--- src/rtl/axil_reg_slave_pkg.sv ---
`default_nettype none
// ============================================================================
// axil_reg_slave_pkg: response codes, channel FSM states, byte-strobe merge. Rev 1.0
// ============================================================================
package axil_reg_slave_pkg;

    localparam logic [1:0] AXIL_RESP_OKAY   = 2'b00;
    localparam logic [1:0] AXIL_RESP_SLVERR = 2'b10;

    typedef enum logic [0:0] {
        WR_ACCEPT = 1'b0,
        WR_RESP   = 1'b1
    } wr_state_e;

    typedef enum logic [0:0] {
        RD_ACCEPT = 1'b0,
        RD_RESP   = 1'b1
    } rd_state_e;

    function automatic logic [31:0] strb_merge(input logic [31:0] old_val,
                                               input logic [31:0] new_val,
                                               input logic [3:0]  strb);
        logic [31:0] merged;
        merged = old_val;
        for (int b = 0; b < 4; b++) begin
            if (strb[b]) merged[8*b +: 8] = new_val[8*b +: 8];
        end
        return merged;
    endfunction

endpackage
`default_nettype wire

--- src/rtl/axil_reg_slave_if.sv ---
`default_nettype none
// ============================================================================
// axil_reg_slave_if: AXI4-Lite bus bundle (32-bit data) with master/slave views. Rev 1.0
// ============================================================================
interface axil_reg_slave_if #(
    parameter int ADDR_WIDTH = 16
) ();
    logic [ADDR_WIDTH-1:0] awaddr;
    logic                  awvalid;
    logic                  awready;
    logic [31:0]           wdata;
    logic [3:0]            wstrb;
    logic                  wvalid;
    logic                  wready;
    logic [1:0]            bresp;
    logic                  bvalid;
    logic                  bready;
    logic [ADDR_WIDTH-1:0] araddr;
    logic                  arvalid;
    logic                  arready;
    logic [31:0]           rdata;
    logic [1:0]            rresp;
    logic                  rvalid;
    logic                  rready;

    modport master (
        output awaddr, awvalid, wdata, wstrb, wvalid, bready, araddr, arvalid, rready,
        input  awready, wready, bresp, bvalid, arready, rdata, rresp, rvalid
    );

    modport slave (
        input  awaddr, awvalid, wdata, wstrb, wvalid, bready, araddr, arvalid, rready,
        output awready, wready, bresp, bvalid, arready, rdata, rresp, rvalid
    );
endinterface
`default_nettype wire

--- src/rtl/axil_reg_slave.sv ---
`default_nettype none
// ============================================================================
// axil_reg_slave: AXI4-Lite RW register bank; define AXIL_REG_SLAVE_CYCLE_COUNTER_EN
// to expose a free-running cycle counter at word index REG_COUNT. Rev 1.0
// ============================================================================
module axil_reg_slave
    import axil_reg_slave_pkg::*;
#(
    parameter int ADDR_WIDTH = 16,
    parameter int DATA_WIDTH = 32,
    parameter int REG_COUNT  = 8
) (
    input  logic                             i_Clock,
    input  logic                             i_Reset,
    axil_reg_slave_if.slave                  s_axil,
    output logic [REG_COUNT*DATA_WIDTH-1:0]  o_Regs
);

    localparam int IDX_W = ADDR_WIDTH - 2;

    wr_state_e             wr_state_q, wr_state_d;
    rd_state_e             rd_state_q, rd_state_d;
    logic                  aw_held_q, aw_held_d;
    logic                  w_held_q, w_held_d;
    logic [IDX_W-1:0]      aw_idx_q, aw_idx_d;
    logic [31:0]           wdata_q, wdata_d;
    logic [3:0]            wstrb_q, wstrb_d;
    logic                  bvalid_q, bvalid_d;
    logic [1:0]            bresp_q, bresp_d;
    logic                  rvalid_q, rvalid_d;
    logic [1:0]            rresp_q, rresp_d;
    logic [31:0]           rdata_q, rdata_d;
    logic [DATA_WIDTH-1:0] regs_q [REG_COUNT];
    logic [DATA_WIDTH-1:0] regs_d [REG_COUNT];
`ifdef AXIL_REG_SLAVE_CYCLE_COUNTER_EN
    logic [31:0]           cnt_q, cnt_d;
`endif

    logic             w_aw_hs, w_w_hs, w_ar_hs, w_commit, w_wr_ok;
    logic [IDX_W-1:0] w_wr_idx, w_rd_idx;
    logic [31:0]      w_wr_data;
    logic [3:0]       w_wr_strb;
    logic             w_unused_addr_lsbs;

    // Byte offset within a word carries no meaning for 32-bit registers.
    assign w_unused_addr_lsbs = ^{s_axil.awaddr[1:0], s_axil.araddr[1:0]};

    assign s_axil.awready = (wr_state_q == WR_ACCEPT) && !aw_held_q;
    assign s_axil.wready  = (wr_state_q == WR_ACCEPT) && !w_held_q;
    assign s_axil.arready = (rd_state_q == RD_ACCEPT);
    assign s_axil.bvalid  = bvalid_q;
    assign s_axil.bresp   = bresp_q;
    assign s_axil.rvalid  = rvalid_q;
    assign s_axil.rresp   = rresp_q;
    assign s_axil.rdata   = rdata_q;

    assign w_aw_hs   = s_axil.awvalid && s_axil.awready;
    assign w_w_hs    = s_axil.wvalid && s_axil.wready;
    assign w_ar_hs   = s_axil.arvalid && s_axil.arready;
    // A payload handshaking this cycle bypasses its holding register.
    assign w_wr_idx  = w_aw_hs ? s_axil.awaddr[ADDR_WIDTH-1:2] : aw_idx_q;
    assign w_wr_data = w_w_hs ? s_axil.wdata : wdata_q;
    assign w_wr_strb = w_w_hs ? s_axil.wstrb : wstrb_q;
    assign w_wr_ok   = w_wr_idx < IDX_W'(REG_COUNT);
    assign w_commit  = (aw_held_q || w_aw_hs) && (w_held_q || w_w_hs);
    assign w_rd_idx  = s_axil.araddr[ADDR_WIDTH-1:2];

    always_comb begin
        wr_state_d = wr_state_q;
        aw_held_d  = aw_held_q;
        w_held_d   = w_held_q;
        aw_idx_d   = aw_idx_q;
        wdata_d    = wdata_q;
        wstrb_d    = wstrb_q;
        bvalid_d   = bvalid_q;
        bresp_d    = bresp_q;
        regs_d     = regs_q;
        case (wr_state_q)
            WR_ACCEPT: begin
                if (w_aw_hs) begin
                    aw_held_d = 1'b1;
                    aw_idx_d  = s_axil.awaddr[ADDR_WIDTH-1:2];
                end
                if (w_w_hs) begin
                    w_held_d = 1'b1;
                    wdata_d  = s_axil.wdata;
                    wstrb_d  = s_axil.wstrb;
                end
                if (w_commit) begin
                    aw_held_d  = 1'b0;
                    w_held_d   = 1'b0;
                    bvalid_d   = 1'b1;
                    bresp_d    = w_wr_ok ? AXIL_RESP_OKAY : AXIL_RESP_SLVERR;
                    wr_state_d = WR_RESP;
                    for (int k = 0; k < REG_COUNT; k++) begin
                        if (w_wr_idx == IDX_W'(k))
                            regs_d[k] = strb_merge(regs_q[k], w_wr_data, w_wr_strb);
                    end
                end
            end
            WR_RESP: begin
                if (s_axil.bready) begin
                    bvalid_d   = 1'b0;
                    wr_state_d = WR_ACCEPT;
                end
            end
            default: wr_state_d = WR_ACCEPT;
        endcase
    end

    // Reads sample regs_q, so a same-edge write to the same word is not visible.
    always_comb begin
        rd_state_d = rd_state_q;
        rvalid_d   = rvalid_q;
        rresp_d    = rresp_q;
        rdata_d    = rdata_q;
        case (rd_state_q)
            RD_ACCEPT: begin
                if (w_ar_hs) begin
                    rvalid_d   = 1'b1;
                    rd_state_d = RD_RESP;
                    rdata_d    = '0;
                    rresp_d    = AXIL_RESP_SLVERR;
                    for (int k = 0; k < REG_COUNT; k++) begin
                        if (w_rd_idx == IDX_W'(k)) begin
                            rdata_d = regs_q[k];
                            rresp_d = AXIL_RESP_OKAY;
                        end
                    end
`ifdef AXIL_REG_SLAVE_CYCLE_COUNTER_EN
                    if (w_rd_idx == IDX_W'(REG_COUNT)) begin
                        rdata_d = cnt_q;
                        rresp_d = AXIL_RESP_OKAY;
                    end
`endif
                end
            end
            RD_RESP: begin
                if (s_axil.rready) begin
                    rvalid_d   = 1'b0;
                    rd_state_d = RD_ACCEPT;
                end
            end
            default: rd_state_d = RD_ACCEPT;
        endcase
    end

`ifdef AXIL_REG_SLAVE_CYCLE_COUNTER_EN
    assign cnt_d = cnt_q + 32'd1;
`endif

    always_ff @(posedge i_Clock or negedge i_Reset) begin
        if (!i_Reset) begin
            wr_state_q <= WR_ACCEPT;
            rd_state_q <= RD_ACCEPT;
            aw_held_q  <= 1'b0;
            w_held_q   <= 1'b0;
            aw_idx_q   <= '0;
            wdata_q    <= '0;
            wstrb_q    <= '0;
            bvalid_q   <= 1'b0;
            bresp_q    <= AXIL_RESP_OKAY;
            rvalid_q   <= 1'b0;
            rresp_q    <= AXIL_RESP_OKAY;
            rdata_q    <= '0;
            for (int k = 0; k < REG_COUNT; k++) regs_q[k] <= '0;
`ifdef AXIL_REG_SLAVE_CYCLE_COUNTER_EN
            cnt_q      <= '0;
`endif
        end else begin
            wr_state_q <= wr_state_d;
            rd_state_q <= rd_state_d;
            aw_held_q  <= aw_held_d;
            w_held_q   <= w_held_d;
            aw_idx_q   <= aw_idx_d;
            wdata_q    <= wdata_d;
            wstrb_q    <= wstrb_d;
            bvalid_q   <= bvalid_d;
            bresp_q    <= bresp_d;
            rvalid_q   <= rvalid_d;
            rresp_q    <= rresp_d;
            rdata_q    <= rdata_d;
            regs_q     <= regs_d;
`ifdef AXIL_REG_SLAVE_CYCLE_COUNTER_EN
            cnt_q      <= cnt_d;
`endif
        end
    end

    for (genvar k = 0; k < REG_COUNT; k++) begin : g_regs
        assign o_Regs[DATA_WIDTH*k +: DATA_WIDTH] = regs_q[k];
    end

endmodule
`default_nettype wire

--- src/flat_wrapper.sv ---
// flat-port wrapper written by rule: the top's interface ports become plain ports
module axil_reg_slave_flat import axil_reg_slave_pkg::*;
#(
    parameter int ADDR_WIDTH = 16,
    parameter int DATA_WIDTH = 32,
    parameter int REG_COUNT  = 8
)
  (i_Clock, i_Reset, o_Regs, s_axil_awaddr, s_axil_awvalid, s_axil_wdata, s_axil_wstrb, s_axil_wvalid, s_axil_bready, s_axil_araddr, s_axil_arvalid, s_axil_rready, s_axil_awready, s_axil_wready, s_axil_bresp, s_axil_bvalid, s_axil_arready, s_axil_rdata, s_axil_rresp, s_axil_rvalid);
  axil_reg_slave_if #(.ADDR_WIDTH(ADDR_WIDTH)) s_axil_i ();
  input  logic i_Clock;
  input  logic i_Reset;
  output logic [REG_COUNT*DATA_WIDTH-1:0] o_Regs;
  input wire logic [$bits(s_axil_i.awaddr)-1:0] s_axil_awaddr;
  input wire logic [$bits(s_axil_i.awvalid)-1:0] s_axil_awvalid;
  input wire logic [$bits(s_axil_i.wdata)-1:0] s_axil_wdata;
  input wire logic [$bits(s_axil_i.wstrb)-1:0] s_axil_wstrb;
  input wire logic [$bits(s_axil_i.wvalid)-1:0] s_axil_wvalid;
  input wire logic [$bits(s_axil_i.bready)-1:0] s_axil_bready;
  input wire logic [$bits(s_axil_i.araddr)-1:0] s_axil_araddr;
  input wire logic [$bits(s_axil_i.arvalid)-1:0] s_axil_arvalid;
  input wire logic [$bits(s_axil_i.rready)-1:0] s_axil_rready;
  output wire logic [$bits(s_axil_i.awready)-1:0] s_axil_awready;
  output wire logic [$bits(s_axil_i.wready)-1:0] s_axil_wready;
  output wire logic [$bits(s_axil_i.bresp)-1:0] s_axil_bresp;
  output wire logic [$bits(s_axil_i.bvalid)-1:0] s_axil_bvalid;
  output wire logic [$bits(s_axil_i.arready)-1:0] s_axil_arready;
  output wire logic [$bits(s_axil_i.rdata)-1:0] s_axil_rdata;
  output wire logic [$bits(s_axil_i.rresp)-1:0] s_axil_rresp;
  output wire logic [$bits(s_axil_i.rvalid)-1:0] s_axil_rvalid;
  assign s_axil_i.awaddr = s_axil_awaddr;
  assign s_axil_i.awvalid = s_axil_awvalid;
  assign s_axil_i.wdata = s_axil_wdata;
  assign s_axil_i.wstrb = s_axil_wstrb;
  assign s_axil_i.wvalid = s_axil_wvalid;
  assign s_axil_i.bready = s_axil_bready;
  assign s_axil_i.araddr = s_axil_araddr;
  assign s_axil_i.arvalid = s_axil_arvalid;
  assign s_axil_i.rready = s_axil_rready;
  assign s_axil_awready = s_axil_i.awready;
  assign s_axil_wready = s_axil_i.wready;
  assign s_axil_bresp = s_axil_i.bresp;
  assign s_axil_bvalid = s_axil_i.bvalid;
  assign s_axil_arready = s_axil_i.arready;
  assign s_axil_rdata = s_axil_i.rdata;
  assign s_axil_rresp = s_axil_i.rresp;
  assign s_axil_rvalid = s_axil_i.rvalid;
  axil_reg_slave #(.ADDR_WIDTH(ADDR_WIDTH), .DATA_WIDTH(DATA_WIDTH), .REG_COUNT(REG_COUNT)) u_core (.i_Clock(i_Clock), .i_Reset(i_Reset), .s_axil(s_axil_i), .o_Regs(o_Regs));
endmodule
--- config.mk ---
export PLATFORM = sky130hd
export DESIGN_NAME = axil_reg_slave_flat
export DESIGN_NICKNAME = d
export VERILOG_FILES = /design/src/rtl/axil_reg_slave_pkg.sv /design/src/rtl/axil_reg_slave_if.sv /design/src/rtl/axil_reg_slave.sv /design/src/flat_wrapper.sv
export SDC_FILE = /design/constraint.sdc
export NUM_CORES = 1
export LEC_CHECK = 0
export CAP_MARGIN = 20
export CORE_MARGIN = 5
export CORE_UTILIZATION = 50
export CTS_CLUSTER_DIAMETER = 30
export DETAILED_ROUTE_END_ITERATION = 6
export GPL_ROUTABILITY_DRIVEN = 0
export GPL_TIMING_DRIVEN = 0
export MAX_ROUTING_LAYER = met4
export PLACE_DENSITY = 0.8
export SLEW_MARGIN = 30
export SYNTH_ARGS = -nofsm -noshare
export SYNTH_HDL_FRONTEND = slang
export SYNTH_SLANG_ARGS = --single-unit
--- constraint.sdc ---
create_clock -name i_Clock -period 3.2 [get_ports i_Clock]
set_input_delay 0.64 -clock i_Clock [delete_from_list [all_inputs] [get_ports i_Clock]]
set_output_delay 0.64 -clock i_Clock [all_outputs]
set_load 0.01 [all_outputs]
### After elaboration in Yosys (flattened, before gate mapping)

Index checks and enable logic that the tools add are counted.
W data, S select, Z words.

* output and inout port bits: 297
* word-level logic and storage cells: 153
* flip-flop bits (word level): 348

* equality and inequality tests: 18
* order comparisons: 1
* multiplexer cells: 36
* bitwise operators: 2
* reduce and logical (&&, ||, !) cells: 52

Operators by type and width (count)
* $mux W32: 9
* $reduce_and A4 Y1: 32
* $eq A14 B3 Y1 const B: 8
* $eq A14 B2 Y1 const B: 4
* $eq A14 B1 Y1 const B: 2
* $logic_not A14 Y1: 2
* $mux W2: 9
* $lt A14 B4 Y1 const B: 1
* $mux W14: 1
* $mux W1: 12
* $reduce_and A2 Y1: 6
* $pmux W1 S2: 4
* $logic_and A1 B1 Y1: 6
* $ne A2 B2 Y1 const B: 3
* $mux W4: 1
* $reduce_bool A2 Y1: 2
* $logic_not A1 Y1: 2
* $logic_or A1 B1 Y1: 2
* $ne A2 B1 Y1 const B: 1
* $not A1 Y1: 2

### Depth between registers and ports, before layout

* word-level depth: 9
* mapped depth: 9

### Worst setup path after synthesis

Ideal clock, no wire load.

* path type: input port to flip-flop
* start point: input port s_axil_awvalid
* end point: register u_core.regs_q, in the netlist u_core.o_Regs[32]
* cell stages on the path: 7
* slack: 0.629 ns
* required time: 3.075 ns
* arrival: 2.446 ns
* cell sequence: or3b_1 -> buf_6 -> mux2i_4 -> inv_2 -> a211o_2 -> nor2_4 -> mux2_2

* word-level cells in the longest chain between the ends: 4
* elaborated cells on any way between the ends: 6
* classes of those cells: eq/ne (1); mux (1); reduce/logical (4)

RTL lines
* start, declared: RTL line flat_wrapper.sv:14 `input wire logic [$bits(s_axil_i.awvalid)-1:0] s_axil_awvalid;`
* $logic_and A1 B1 Y1 *: RTL line axil_reg_slave.sv:57 `assign w_aw_hs = s_axil.awvalid && s_axil.awready;`
* $mux W14 or $logic_or A1 B1 Y1 (tied branches): RTL line axil_reg_slave.sv:61, axil_reg_slave.sv:65
* $eq A14 B1 Y1 or $logic_and A1 B1 Y1 (tied branches): RTL line axil_reg_slave.sv:96, axil_reg_slave.sv:65
* $reduce_and A4 Y1 (no source line) *
* end signal, assigned: RTL line axil_reg_slave.sv:183 `regs_q <= regs_d;`
* end, declared: RTL line axil_reg_slave.sv:33 `logic [DATA_WIDTH-1:0] regs_q [REG_COUNT];`

Mark *: on every way between the ends. The rest lies on a longest branch, timed or not.
A chain may end at the register's enable or synchronous reset.

### Final worst setup path

* start point: input port s_axil_awvalid
* end point: register u_core.regs_q, in the netlist u_core.o_Regs[107]

* word-level cells in the longest chain between the ends: 4
* elaborated cells on any way between the ends: 6
* classes of those cells: eq/ne (1); mux (1); reduce/logical (4)

RTL lines (RTL line)
* $logic_and A1 B1 Y1 *: axil_reg_slave.sv:57
* $mux W14 or $logic_or A1 B1 Y1 (tied branches): axil_reg_slave.sv:61, axil_reg_slave.sv:65
* $eq A14 B2 Y1 or $logic_and A1 B1 Y1 (tied branches): axil_reg_slave.sv:96, axil_reg_slave.sv:65
* $reduce_and A4 Y1 (no source line) *

Marked as above.

==> summary by stage <==
Run status
The run finished, with violations left. The final reports fail on negative setup slack.

Global routing
The all-layer global routing usage is 0.328. Entering global routing, the biggest net connects roughly 90 pins. The remaining global-route overflow is 0. The via count of the first global-routing pass came to between 10000 and 15000. The number of antenna violations at the first check in global routing is 2. The first global-routing pass estimated around 86000 um of wire.

Cells and area
The synthesis-to-layout area growth is 43.5%. The share of final-layout standard cells stronger than drive strength 1 is 0.248. The count of non-filler cells in the finished layout is roughly 2200. The final layout net count is 1784.

Pwr
The static power due to leakage is between 10 and 15 nW. The peak supply drop is between 400 and 500 uV. Dividing total power by cell area gives a power density of just under 700 nW/um^2.

The overall power is 0.0155 W.

Yosys
A synthesized cell averages 12.4 sq um. The share of the Yosys chip area taken by registers is 0.550. The Yosys step of the flow raised 0 warnings. The synthesized netlist cell count is ~1300. The share of the synthesized area in compound gates (AO/OA/AOI/OAI) is 0.101.

The number of flops mapped to enable cells by yosys is 0. Counting flops with an async set or reset pin after synthesis yields a share of 1.00. The count of distinct cell types in the synthesized netlist is 53. The area fraction in and, or, nand and nor cells after synthesis is 0.0932. The netlist area before placement is roughly 16000 sq um. By area, the combinational part of the netlist is dominated by multiplexers.

Counting flops and latches in the post-synthesis netlist gives roughly 350. The post-synthesis adder-cell area fraction is 0. The most used flip-flop cell after synthesis is sky130_fd_sc_hd__dfrtp_1. Of the post-synthesis cell area, the part taken by muxes is 0.234. Of the total synthesized cell area, the portion taken by XOR and XNOR cells is 0.

Setup path
Data on the critical path is required at its endpoint by between 3 and 4 ns. The signal on the critical path passes through clkdlybuf4s50_1, or3b_1, buf_6, mux2i_4, inv_2, a21oi_1, nand2_1, mux2_2. Data on the critical path arrives at its endpoint at 3.65 ns. STA classifies the critical path startpoint as an input port.

The start-to-end type of the worst setup path is input port to register. In this design, the stage delay of the slowest critical-path cell is between 0.5 and 0.6 ns. Of all nets on the critical path, the largest fanout is 10. The standard cell with the maximum stage delay on the critical path is sky130_fd_sc_hd__clkdlybuf4s50_1. The origin of the worst setup path is s_axil_awvalid. The number of cells on the worst reg-to-reg path is 7. The start of the worst register-to-register path is u_core.aw_held_q. The worst setup path is captured at a register.

Floorplan
The floorplan has 65 rows. The effective utilization at floorplan is 0.502. The number of top-level pins is 372. The floorplan step defined a die boundary enclosing 35100 sq um. The placeable core region is between 30000 and 40000 sq um. The horizontal extent of the die is 187 um. The vertical die dimension is roughly 190 um.

STA
The final-report max-slew violation count came to 0. The final number of hold-violating endpoints came to 0. The worst pin sits at a relative slew slack of 0.315.

The worst-case setup margin in the final layout is -0.00203 ns. At the pin with the least slew margin, the transition time is between 1 and 1.5 ns. The minimum clock period after layout is ~3.2 ns. The setup violation total in the final timing report is 4. Dividing the final minimum period by the clock period gives 1.00. Across the routed clock network, the largest skew measured is about 0.018 ns. Setup repair after global routing could not meet its margin everywhere.

For this run, the top clock speed supported by timing is roughly 310 MHz.

Route
The initial DRC count is approximately 990. Summed over all layers, the routed wires come to 57100 um. The residual antenna-violating net count after detailed routing is 0. The final route contains approximately 13000 vias.

After detailed routing, the number of remaining DRC violations is 0. The average via count per standard cell is 6.01. The detail-routed net length per standard cell is 26.4 um. Before antenna repair, the detailed router went through 5 iterations.

Clock network
The tree is rooted in a sky130_fd_sc_hd__clkbuf_16. The clock edge transition at the registers on the reported setup and hold paths is around 0.050 ns. The clock net in this run drives a total of approximately 350 sinks.

The H-tree was split into 3 levels. Buffers inserted during clock tree synthesis total 71. TritonCTS built the clock tree. Counting along the longest clock path gives a buffer depth of 3.

The clock reaches the later pin of the worst-skew pair after between 0.5 and 0.6 ns.

Run
Across the run, the number of max-cap violations was 0.

Place
Summed over all nets, the half-perimeter wirelength after detailed placement is around 40000 um. Including well taps, the total number of placed cells is just over 2000. The worst slack after detailed placement is -0.705 ns. The number of buffers inserted by port buffering is roughly 370.

Min path
The worst hold path belongs to the class input port to asynchronous set/reset pin.
placed cells by master (no fill, tap or decap), types with 4 or more instances in the layout:
cell type                         instances
sky130_fd_sc_hd__mux2_1                  29
sky130_fd_sc_hd__nand4_1                  9
sky130_fd_sc_hd__nand2_1                 63
sky130_fd_sc_hd__clkinv_4                 4
sky130_fd_sc_hd__o2bb2ai_1               30
sky130_fd_sc_hd__buf_16                   4
sky130_fd_sc_hd__buf_1                    7
sky130_fd_sc_hd__bufinv_16               10
sky130_fd_sc_hd__clkbuf_2                 4
sky130_fd_sc_hd__nor2b_1                  8
sky130_fd_sc_hd__clkdlybuf4s50_1        364
sky130_fd_sc_hd__nand2_2                  5
sky130_fd_sc_hd__clkbuf_8                 9
sky130_fd_sc_hd__nor4_1                   7
sky130_fd_sc_hd__a21oi_1                 98
sky130_fd_sc_hd__o22ai_1                 33
sky130_fd_sc_hd__nor2_1                  77
sky130_fd_sc_hd__mux2_2                 265
sky130_fd_sc_hd__mux2i_1                 31
sky130_fd_sc_hd__or3_1                   31
sky130_fd_sc_hd__and4_1                   4
sky130_fd_sc_hd__o21a_1                  30
sky130_fd_sc_hd__nor2_4                   4
sky130_fd_sc_hd__buf_2                   14
sky130_fd_sc_hd__or4_1                    5
sky130_fd_sc_hd__o21ai_0                  6
sky130_fd_sc_hd__dfrtp_1                346
sky130_fd_sc_hd__nand3b_1                32
sky130_fd_sc_hd__clkinv_2                 8
sky130_fd_sc_hd__a22oi_1                 30
sky130_fd_sc_hd__inv_1                    6
sky130_fd_sc_hd__nor2_8                   4
sky130_fd_sc_hd__clkbuf_16               72
sky130_fd_sc_hd__clkinvlp_4               6
sky130_fd_sc_hd__clkbuf_1                55
cells by family after synthesis:
| logic type | after synthesis |
|---|---|
| AND/OR/NAND/NOR | 269 |
| flip-flops | 346 |
| other | 1 |
| AO/OA/AOI/OAI | 242 |
| buffers and inverters | 81 |
| multiplexers | 328 |
where the power goes:
group	switching (W)	internal (W)	leakage, nW
sequential	0.000273	0.00490	4.65
combinational	0.00165	0.00105	4.38
clock	0.00244	0.00516	1.20
total	0.00436	0.0111	10.2
state kept, by name, indices dropped and copies added, names as in the netlist, 4 cells and up:
name	count
u_core.aw_idx_q	14
u_core.wstrb_q	4
u_core.o_Regs	256
u_core.s_axil.rdata	32
u_core.wdata_q	32
per-layer routing:
layer | track usage | vias up | share of wire
met5 | - | - | 0
met4 | 0.119 | 0 | 0.035
met3 | 0.107 | 149 | 0.095
met2 | 0.522 | 653 | 0.48
met1 | 0.394 | 6651 | 0.39
li1 | - | 5580 | -
area by class of cell:
| class | count | area (sq um) |
|---|---|---|
| tap | 402 | 503 |
| inverter | 7 | 26.3 |
| clock buffer | 93 | 1970 |
| antenna | 2 | 5.00 |
| sequential | 346 | 8660 |
| fill | 2165 | 8740 |
| clock inverter | 35 | 515 |
| buffer | 73 | 319 |
| multi-input combinational | 841 | 6800 |
| timing repair buffer | 369 | 3770 |
cell usage after synthesis, types with 2 or more instances:
cell type,count,area [sq um]
sky130_fd_sc_hd__nand3b_1,32,240
sky130_fd_sc_hd__a22oi_1,30,225
sky130_fd_sc_hd__buf_1,11,41.3
sky130_fd_sc_hd__mux2_2,265,2980
sky130_fd_sc_hd__nor2_4,4,45.0
sky130_fd_sc_hd__o22ai_1,33,206
sky130_fd_sc_hd__nor4_1,11,68.8
sky130_fd_sc_hd__nand2b_1,2,12.5
sky130_fd_sc_hd__o2bb2ai_1,30,263
sky130_fd_sc_hd__or4_1,5,37.5
sky130_fd_sc_hd__mux2i_1,31,310
sky130_fd_sc_hd__nor2_8,4,80.1
sky130_fd_sc_hd__or3_1,31,194
sky130_fd_sc_hd__mux2_1,29,327
sky130_fd_sc_hd__nand4_1,9,56.3
sky130_fd_sc_hd__a211oi_1,3,22.5
sky130_fd_sc_hd__nand2_2,4,25.0
sky130_fd_sc_hd__clkbuf_1,47,176
sky130_fd_sc_hd__nand2_1,64,240
sky130_fd_sc_hd__nor3b_1,3,22.5
sky130_fd_sc_hd__nor3_1,2,10.0
sky130_fd_sc_hd__buf_4,3,22.5
sky130_fd_sc_hd__nor2b_1,8,50.1
sky130_fd_sc_hd__o21bai_1,2,15.0
sky130_fd_sc_hd__nand3_1,3,15.0
sky130_fd_sc_hd__dfrtp_1,346,8660
sky130_fd_sc_hd__nor2_1,77,289
sky130_fd_sc_hd__a21oi_1,98,490
sky130_fd_sc_hd__o21ai_0,6,30.0
sky130_fd_sc_hd__and2_1,2,12.5
sky130_fd_sc_hd__and4_1,4,35.0
sky130_fd_sc_hd__buf_2,12,60.1
sky130_fd_sc_hd__inv_1,6,22.5
sky130_fd_sc_hd__o211ai_1,2,15.0
sky130_fd_sc_hd__o21a_1,30,225
stage by stage:
step	util	TNS, ns	hold slack [ns]	cell area [sq um]
after global routing	0.721	-1.07	0.0179	22600
after floorplan	-	0	0.344	15700
final	0.721	-0.00525	0.0102	22600
after detailed placement	0.639	-111.81	0.467	20000
after CTS	0.720	0	0.0133	22500
after global placement	0.635	-4727.56	0.459	19900
worst max-delay path: cells and delay by family:
family	cells	cell delay, ns
AOI/OAI and AO/OA	1	0.50
buffers and inverters	3	0.83
muxes	2	0.71
and+or+nand+nor	2	0.96
path summary, 6_finish.rpt:
| kind | to | slack [ns] |
|---|---|---|
| max in group asynchronous | u_core.o_Regs[172] | 2.01 |
| max reg2reg | u_core.o_Regs[107] | 0.15 |
| min reg2reg | u_core.s_axil.bvalid | 0.48 |
| min in group i_Clock | u_core.s_axil.bvalid | 0.48 |
| max | u_core.o_Regs[107] | -0.002 |
| min | u_core.o_Regs[190] | 0.01 |
timing repair:
action | CTS | global route
buffers inserted | 0 | 0
hold buffers | 0 | 0
gates resized for setup | 7 | 12
setup endpoints to repair | 95 | 53
(Power assumes the default switching activity.)
